$ cat src/rtl/rgb_cycle_monitor_if.sv
// rgb_cycle_monitor_if: LED pin lines and decoded status of the RGB cycle monitor
interface rgb_cycle_monitor_if;
  logic       rgb_r_n;
  logic       rgb_g_n;
  logic       rgb_b_n;
  logic [2:0] color;
  logic       color_valid;
  logic       locked;
  logic       seq_error;
  logic       timing_error;
  logic [7:0] err_count;
  modport master (
    output rgb_r_n, rgb_g_n, rgb_b_n,
    input  color, color_valid, locked, seq_error, timing_error, err_count
  );
  modport slave (
    input  rgb_r_n, rgb_g_n, rgb_b_n,
    output color, color_valid, locked, seq_error, timing_error, err_count
  );
endinterface

$ cat src/rtl/rgb_cycle_monitor.sv
// rgb_cycle_monitor: debounces active-low RGB lines and checks colour order and dwell time
module rgb_cycle_monitor #(
  parameter int FADE_INTERVAL = 2000000,
  parameter int STABLE_CYCLES = 16,
  parameter int TOLERANCE     = 1024
) (
  input logic clk,
  input logic rst,
  rgb_cycle_monitor_if.slave bus
);
  localparam int DW = $clog2(FADE_INTERVAL + TOLERANCE + 2);
  localparam int SW = $clog2(STABLE_CYCLES);
  localparam logic [DW-1:0] DMAX = DW'(FADE_INTERVAL + TOLERANCE + 1);
  localparam logic [DW-1:0] DMIN = DW'(FADE_INTERVAL - TOLERANCE);
  localparam logic [SW-1:0] SACC = SW'(STABLE_CYCLES - 2);
  localparam logic [SW-1:0] SMAX = SW'(STABLE_CYCLES - 1);
  typedef enum logic [1:0] {UNLOCKED, ACQUIRE, LOCKED} state_t;
  state_t state, state_n;
  logic [2:0] s1, s2, cand, dec, nxt, color;
  logic [SW-1:0] cnt;
  logic [DW-1:0] dwell;
  logic [7:0] err_count;
  logic acc, valid_c, in_seq, stall, seq_n, tim_n;
  logic color_valid, locked, seq_error, timing_error;
  assign bus.color        = color;
  assign bus.color_valid  = color_valid;
  assign bus.locked       = locked;
  assign bus.seq_error    = seq_error;
  assign bus.timing_error = timing_error;
  assign bus.err_count    = err_count;
  // Two-flop synchronizer; idle (unlit) lines read as 1
  always_ff @(posedge clk or posedge rst)
    if (rst) begin
      s1 <= 3'b111;
      s2 <= 3'b111;
    end else begin
      s1 <= {bus.rgb_r_n, bus.rgb_g_n, bus.rgb_b_n};
      s2 <= s1;
    end
  // Candidate tracks the synchronized pattern; counter saturates so an accept fires once
  always_ff @(posedge clk or posedge rst)
    if (rst) begin
      cand <= 3'b111;
      cnt  <= '0;
    end else if (s2 != cand) begin
      cand <= s2;
      cnt  <= '0;
    end else if (cnt != SMAX) begin
      cnt <= cnt + SW'(1);
    end
  // Active-low decode of the candidate into a colour code
  always_comb
    case (~cand)
      3'b100:  dec = 3'd0;
      3'b110:  dec = 3'd1;
      3'b010:  dec = 3'd2;
      3'b011:  dec = 3'd3;
      3'b001:  dec = 3'd4;
      3'b101:  dec = 3'd5;
      3'b000:  dec = 3'd6;
      default: dec = 3'd7;
    endcase
  assign acc     = s2 == cand && cnt == SACC && dec != color;
  assign valid_c = dec < 3'd6;
  assign nxt     = color == 3'd5 ? 3'd0 : color + 3'd1;
  assign in_seq  = valid_c && dec == nxt;
  assign stall   = dwell == DMAX;
  // Dwell counter holds the period so far, reading P on the cycle of the next accept
  always_ff @(posedge clk or posedge rst)
    if (rst) dwell <= '0;
    else if (acc) dwell <= DW'(1);
    else if (!stall) dwell <= dwell + DW'(1);
  // FSM state register
  always_ff @(posedge clk or posedge rst)
    if (rst) state <= UNLOCKED;
    else state <= state_n;
  // FSM next state; an accept always takes priority over stall expiry
  always_comb begin
    state_n = state;
    case (state)
      UNLOCKED: if (acc && valid_c) state_n = ACQUIRE;
      ACQUIRE, LOCKED:
        if (acc) state_n = in_seq ? LOCKED : valid_c ? ACQUIRE : UNLOCKED;
        else if (state == LOCKED && stall) state_n = UNLOCKED;
      default: state_n = UNLOCKED;
    endcase
  end
  // FSM outputs: errors only while locked, and never both at once
  always_comb begin
    seq_n = state == LOCKED && acc && !in_seq;
    tim_n = state == LOCKED && (acc ? in_seq && dwell < DMIN : stall);
  end
  // Registered outputs and saturating error counter
  always_ff @(posedge clk or posedge rst)
    if (rst) begin
      color        <= 3'd6;
      color_valid  <= 1'b0;
      locked       <= 1'b0;
      seq_error    <= 1'b0;
      timing_error <= 1'b0;
      err_count    <= '0;
    end else begin
      color        <= acc ? dec : color;
      color_valid  <= acc;
      locked       <= state_n == LOCKED;
      seq_error    <= seq_n;
      timing_error <= tim_n;
      err_count    <= (seq_n || tim_n) && err_count != 8'hff ? err_count + 8'd1 : err_count;
    end
endmodule

$ cat src/flat_wrapper.sv
// flat-port wrapper written by rule: the top's interface ports become plain ports
module rgb_cycle_monitor_flat 
#(
  parameter int FADE_INTERVAL = 2000000,
  parameter int STABLE_CYCLES = 16,
  parameter int TOLERANCE     = 1024
)
  (clk, rst, bus_rgb_r_n, bus_rgb_g_n, bus_rgb_b_n, bus_color, bus_color_valid, bus_locked, bus_seq_error, bus_timing_error, bus_err_count);
  rgb_cycle_monitor_if bus_i ();
  input logic clk;
  input logic rst;
  input wire logic [$bits(bus_i.rgb_r_n)-1:0] bus_rgb_r_n;
  input wire logic [$bits(bus_i.rgb_g_n)-1:0] bus_rgb_g_n;
  input wire logic [$bits(bus_i.rgb_b_n)-1:0] bus_rgb_b_n;
  output wire logic [$bits(bus_i.color)-1:0] bus_color;
  output wire logic [$bits(bus_i.color_valid)-1:0] bus_color_valid;
  output wire logic [$bits(bus_i.locked)-1:0] bus_locked;
  output wire logic [$bits(bus_i.seq_error)-1:0] bus_seq_error;
  output wire logic [$bits(bus_i.timing_error)-1:0] bus_timing_error;
  output wire logic [$bits(bus_i.err_count)-1:0] bus_err_count;
  assign bus_i.rgb_r_n = bus_rgb_r_n;
  assign bus_i.rgb_g_n = bus_rgb_g_n;
  assign bus_i.rgb_b_n = bus_rgb_b_n;
  assign bus_color = bus_i.color;
  assign bus_color_valid = bus_i.color_valid;
  assign bus_locked = bus_i.locked;
  assign bus_seq_error = bus_i.seq_error;
  assign bus_timing_error = bus_i.timing_error;
  assign bus_err_count = bus_i.err_count;
  rgb_cycle_monitor #(.FADE_INTERVAL(FADE_INTERVAL), .STABLE_CYCLES(STABLE_CYCLES), .TOLERANCE(TOLERANCE)) u_core (.clk(clk), .rst(rst), .bus(bus_i));
endmodule
$ cat config.mk
export PLATFORM = sky130hd
export DESIGN_NAME = rgb_cycle_monitor_flat
export DESIGN_NICKNAME = d
export VERILOG_FILES = /design/src/rtl/rgb_cycle_monitor_if.sv /design/src/rtl/rgb_cycle_monitor.sv /design/src/flat_wrapper.sv
export SDC_FILE = /design/constraint.sdc
export NUM_CORES = 1
export LEC_CHECK = 0
export ABC_CLOCK_PERIOD_IN_PS = 2300
export CAP_MARGIN = 10
export CORE_ASPECT_RATIO = 1.1
export CORE_MARGIN = 2
export CORE_UTILIZATION = 46
export CTS_CLUSTER_DIAMETER = 100
export DETAILED_ROUTE_END_ITERATION = 6
export PLACE_DENSITY_LB_ADDON = 0.2
export SKIP_CTS_REPAIR_TIMING = 1
export SYNTH_ARGS = -nofsm -noshare
export SYNTH_HDL_FRONTEND = slang
export SYNTH_SLANG_ARGS = --single-unit
$ cat constraint.sdc
create_clock -name clk -period 2.3 [get_ports clk]
set_input_delay 0.23 -clock clk [delete_from_list [all_inputs] [get_ports clk]]
set_output_delay 0.23 -clock clk [all_outputs]
set_load 0.05 [all_outputs]
== After elaboration in Yosys (flattened, before gate mapping) ==
Cells that the tools add are included.

* Logic and storage cells: 67
* Register bits after elaboration: 51
* Output and inout port bits: 15

* Bitwise operators: 1
* Reduce and logical (&&, ||, !) cells: 16
* Magnitude comparators: 2
* Add/subtract/negate cells: 4
* Eq/ne operators: 19
* Mux-type cells: 13

{| class="wikitable"
|+ Operator list
! cell !! count
|-
| 21-bit two-way mux || 2
|-
| 21-bit by 1-bit adder with 21-bit output, second input constant || 1
|-
| 21-bit == test, second input constant || 1
|-
| 21-bit < comparator, second input constant || 1
|-
| 3-bit one-hot mux with 7 select lines || 1
|-
| 3-bit == test, second input constant || 4
|-
| 1-bit logical AND || 10
|-
| 8-bit by 1-bit adder with 8-bit output, second input constant || 1
|-
| 2-bit two-way mux || 4
|-
| 4-bit two-way mux || 2
|-
| 8-bit != test, second input constant || 1
|-
| 3-bit by 2-bit == test with 1-bit output, second input constant || 2
|-
| 3-bit == test || 2
|-
| 3-bit != test || 2
|-
| 4-bit by 1-bit adder with 4-bit output, second input constant || 1
|-
| 2-bit == test, second input constant || 2
|-
| 4-bit == test, second input constant || 1
|-
| 4-bit != test, second input constant || 1
|-
| 2-bit one-hot mux with 2 select lines || 1
|-
| 3-bit by 1-bit adder with 3-bit output, second input constant || 1
|-
| 3-bit by 1-bit == test with 1-bit output, second input constant || 1
|-
| 3-bit zero test || 1
|-
| 3-bit < comparator, second input constant || 1
|-
| 3-bit two-way mux || 1
|-
| other kinds (9) || 10
|}

== Depth between registers and ports, before layout ==
* Word-level depth: 10
* Depth in mapped cells: 9

== Least setup slack after synthesis ==
Ideal clock, no wire load.

* Path type: register to register
* Start point: register u_core.color[2] (netlist: u_core.bus.color[2])
* End point: register u_core.err_count[1] (netlist: u_core.bus.err_count[1])
* Library setup time: 125 ps
* Arrival time: 2347 ps
* Data required time: 2175 ps
* Path buffers: 1
* Cell stages (with the launch flop): 9
* Period minus slack after synthesis: 2472 ps
* Slack: -172 ps
* Cells stage by stage: dfstp_2 -> buf_6 -> nor2_2 -> a41oi_1 -> nand3_1 -> a211oi_4 -> mux2_4 -> nand3_4 -> mux2_4

* Cells in the longest elaborated chain, start to end: 9
* Elaborated cells on any way between the ends: 15
* Those cells by class: add/sub (1); eq/ne (3); mux (2); reduce/logical (9)

{| class="wikitable"
|+ RTL lines
! element !! RTL line !! RTL
|-
| start: declaration || rgb_cycle_monitor.sv:19 || <nowiki>logic [2:0] s1, s2, cand, dec, nxt, color;</nowiki>
|-
| start signal: assignment || rgb_cycle_monitor.sv:103 || <nowiki>color <= acc ? dec : color;</nowiki>
|-
| 3-bit by 1-bit adder with 3-bit output or 3-bit == test (tied branches) || rgb_cycle_monitor.sv:65 || <nowiki>assign nxt = color == 3'd5 ? 3'd0 : color + 3'd1;</nowiki>
|-
| 3-bit two-way mux || rgb_cycle_monitor.sv:65 ||
|-
| 3-bit == test || rgb_cycle_monitor.sv:66 || <nowiki>assign in_seq = valid_c && dec == nxt;</nowiki>
|-
| 1-bit logical AND || rgb_cycle_monitor.sv:66 ||
|-
| 1-bit logical AND || rgb_cycle_monitor.sv:91 || <nowiki>tim_n = state == LOCKED && (acc ? in_seq && dwell < DMIN : stall);</nowiki>
|-
| 1-bit two-way mux || rgb_cycle_monitor.sv:91 ||
|-
| 1-bit logical AND || rgb_cycle_monitor.sv:91 ||
|-
| 1-bit logical OR (*) || rgb_cycle_monitor.sv:108 || <nowiki>err_count <= (seq_n || tim_n) && err_count != 8'hff ? err_count + 8'd1 : err_count;</nowiki>
|-
| 1-bit logical AND (*) || rgb_cycle_monitor.sv:108 ||
|-
| end signal: assignment || rgb_cycle_monitor.sv:108 ||
|-
| end: declaration || rgb_cycle_monitor.sv:22 || <nowiki>logic [7:0] err_count;</nowiki>
|}

Mark *: on every way between the ends. The rest lies on a longest branch, timed or not.
A chain may end at the register's enable or synchronous reset.

== Worst setup path after layout ==
* Start point: register u_core.color[1] (netlist: u_core.bus.color[1])
* End point: register u_core.err_count[1] (netlist: u_core.bus.err_count[1])

Same word-level chain as after synthesis.

==> flow_summary.json <==
{
  "syn-cell-area_um2": 2718,
  "rows": 29,
  "cts_max_level": 2,
  "synthSimpleGateAreaFrac_pct": 24.13,
  "cts.clk_slew.worst_paths_ns": 0.09,
  "yosysWarningCount": 0,
  "final-hold-violation-count": 0,
  "fin_hold_ws_ns": 0.2780,
  "power.total_w": 0.001525,
  "grt_antenna_before_repair": 0,
  "hp-class": "in -> async",
  "place_congestion": 0.7986,
  "seqPwrFrac_pct": 60.6,
  "ys_async_sr_fraction_pct": 100.0,
  "ys_seq_elements": 51,
  "dr.pass1.iters": 4,
  "die_h_um": 84.62,
  "vdd_drop_max_mv": 0.2754,
  "min_period_ns": 2.250,
  "grt_max_degree": 52,
  "die-area_um2": 6539,
  "synth-edff-count": 0,
  "dp_cells": 376,
  "port_buffers": 19,
  "drive_gt1_share_pct": 18.85,
  "synthMuxAreaShare_pct": 1.473,
  "crit_chain": "nand2_2 -> or4_1 -> nand4_1 -> a211oi_4 -> mux2_4 -> nand3_4 -> mux2_4",
  "cp.required_ns": 2.49,
  "yosys_most_used_dff": "dfrtp_1",
  "cts_buffers": 5,
  "clockBufferDepth": 2,
  "vias_per_cell": 5.387,
  "fin_nets": 325,
  "power_frac_comb_pct": 5.5,
  "crit_type": "reg -> reg",
  "synth_top_family_by_area": "simple AND/OR/NAND/NOR gates",
  "finalSetupViolCount": 0,
  "initial_core_util_pct": 47.40,
  "powerDensity_nw_per_um2": 471.3,
  "syn_nets": 290,
  "drt_iter0_drc": 145,
  "ant_nets": 0,
  "synth.distinct_cells": 51,
  "synth_xor_area_share_pct": 9.024,
  "max-cap-violations": 0,
  "coreArea_um2": 5733,
  "cts_tree": "yes",
  "wl_per_cell_um": 13.46,
  "finalWorstSetupSlack_ns": 0.05031,
  "relSlewSlack_pct": 66.33,
  "slowest_stage": "dfstp_4",
  "dpl.hpwl_um": 3505,
  "synth_fa_ha_area_share_pct": 4.052,
  "max_freq_mhz": 444.5,
  "cts_root_buf": "clkbuf_8",
  "area_growth_pct": 19.11,
  "crit_path_max_fanout": 8,
  "synth_compound_area_share_pct": 8.794,
  "syn_area_per_cell_um2": 9.811,
  "p_sw_share_pct": 21.90,
  "p_switching_w": 0.0003341,
  "crit_top_cell": "mux2_4",
  "worstPathArrival_ns": 2.44,
  "pin_count": 20,
  "reg2reg_setup_slack_ns": 0.05,
  "drt_wl_total_um": 5249,
  "rsz0062_at_grt": "true",
  "cpPeakStageDelay_ns": 0.67,
  "pwr-share-clk_pct": 33.9,
  "synthCells": 277,
  "die_x_um": 77.29,
  "grt_usage_pct": 16.86,
  "overflow": 0,
  "grt_pass1_wl_um": 8990,
  "finalNonFillerCells": 390,
  "slew_viol_final": 0,
  "clkLatencyLatePin_ns": 0.30,
  "antenna_cells_inserted": 0,
  "grt_pass1_vias": 1983,
  "vias": 2101,
  "worstMarginPinSlew_ns": 0.5034,
  "crit_path_end_kind": "flip-flop",
  "cts_sinks": 51,
  "drc_errors": 0,
  "critPathLaunchType": "flip-flop",
  "finalSetupTns_ns": 0,
  "yosysSeqAreaShare_pct": 47.47,
  "finalCritPeriodShare_pct": 97.81,
  "fin_worst_skew_ns": 0.01013,
  "leakagePower_nw": 1.369,
  "status": "finished clean",
  "pre_cts_ws_ns": -0.0009122,
  "p_int_w": 0.001191
}
-- synth_stat cells (2+ instances only) --
cell       n  area (µm²)
clkbuf_1   5       18.77
nand4_1   12       75.07
ha_1       8       100.1
nor4_1     3       18.77
buf_6      3       33.78
nor2_1    38       142.6
or3_1      5       31.28
o32ai_1    2       17.52
a21oi_1   11       55.05
nand3_1   18       90.09
a31oi_1    3       18.77
o21ai_0    5       25.02
dfrtp_1   40        1001
inv_1     10       37.54
a211oi_1   3       22.52
buf_4      2       15.01
nor2b_1    3       18.77
nand2b_1   3       18.77
mux2_4     2       30.03
xnor2_1   13       113.9
nand2_1   18       67.56
nor3_1     3       15.01
o21ai_1    2       10.01
and3_1    10       62.56
dfstp_2   11       289.0
buf_2      4       20.02
nand4b_1   2       17.52
xor2_1    15       131.4
-- critical path, delay by kind of cell, from the launching register on --
| family | cells | cell delay [ns] |
|---|---|---|
| AND/OR/NAND/NOR | 4 | 0.72 |
| flip-flops | 1 | 0.67 |
| multiplexers | 2 | 0.65 |
| AO/OA/AOI/OAI | 1 | 0.10 |
-- registers in the layout, indices dropped and copies added (netlist names) --
register and flops:
u_core.dwell 21, u_core.bus.err_count 8, u_core.cnt 4, u_core.bus.color 3, u_core.cand 3, u_core.s1 3, u_core.s2 3, u_core.state 2
u_core.bus.color_valid 1, u_core.bus.locked 1, u_core.bus.seq_error 1, u_core.bus.timing_error 1
-- power by group through the flow --
stage	Clock, W	Combinational [W]	Sequential, W
floorplan	0	0.0000599	0.000934
global placement	0	0.0000771	0.000942
detailed placement	0	0.0000777	0.000943
CTS	0.000539	0.0000782	0.000926
global route	0.000576	0.0000955	0.000927
finish	0.000517	0.0000843	0.000925
-- per-stage QoR --
step	util [%]	instance area, µm²
6_report	56.46	3237
5_1_grt	56.46	3237
4_1_cts	55.09	3158
3_5_place_dp	53.51	3068
3_3_place_gp	53.51	3068
2_1_floorplan	-	2729
-- cells by family (layout without fill, tap and decap cells) --
logic type,count (synthesis),count (layout)
AOI/OAI and AO/OA,35,35
xor gates and xnor gates,28,28
adders and majority gates,9,9
buffers and inverters,26,62
DFF,51,51
muxes,3,3
and+or+nand+nor,125,125
-- worst paths after layout --
path / to / from / cells after the start
worst max-delay path: u_core.bus.err_count[1]$_DFFE_PP0P_ / u_core.bus.color[1]$_DFFE_PP1N_ / 7
worst min-delay path: u_core.dwell[2]$_DFFE_PP0P_ / rst / 3
worst max register to register: u_core.bus.err_count[1]$_DFFE_PP0P_ / u_core.bus.color[1]$_DFFE_PP1N_ / 7
worst min register to register: u_core.s2[2]$_DFF_PP1_ / u_core.s1[2]$_DFF_PP1_ / 0
max in group asynchronous: u_core.s2[0]$_DFF_PP1_ / rst / 3
min in group clk: u_core.s1[0]$_DFF_PP1_ / bus_rgb_b_n / 1
-- final cells by class --
| cell class | count | area [µm²] |
|---|---|---|
| Tap cell | 77 | 96.34 |
| Clock inverter | 1 | 3.754 |
| Clock buffer | 7 | 86.33 |
| Multi-Input combinational cell | 200 | 1330 |
| Fill cell | 528 | 2496 |
| Timing Repair Buffer | 44 | 389.1 |
| Sequential cell | 51 | 1294 |
| Inverter | 10 | 37.54 |
-- cell usage in the layout, fill, tap and decap left out, types with 3 or more instances in the layout --
master           netlist  routed
dfrtp_1               40      40
nor2_1                38      38
buf_4                  2      21
clkdlybuf4s50_1        0      19
nand3_1               18      18
nand2_1               18      17
xor2_1                15      15
xnor2_1               13      13
nand4_1               12      12
a21oi_1               11      11
dfstp_2               11      10
inv_1                 10       9
and3_1                10       9
ha_1                   8       8
clkbuf_8               0       6
o21ai_0                5       5
or3_1                  5       5
nor2b_1                3       3
nor4_1                 3       3
nand2b_1               3       3
a31oi_1                3       3
-- routing by layer --
| metal | track usage, % | vias up | wire length, µm |
|---|---|---|---|
| met4 | 6.006 | 0 | 82 |
| met1 | 22.34 | 1036 | 2487 |
| met3 | 3.226 | 7 | 157 |
| met2 | 27.67 | 32 | 2521 |
| li1 | - | 1026 | - |
| met5 | 0 | - | 0 |
No activity file was read; power rests on OpenSTA's default activity.
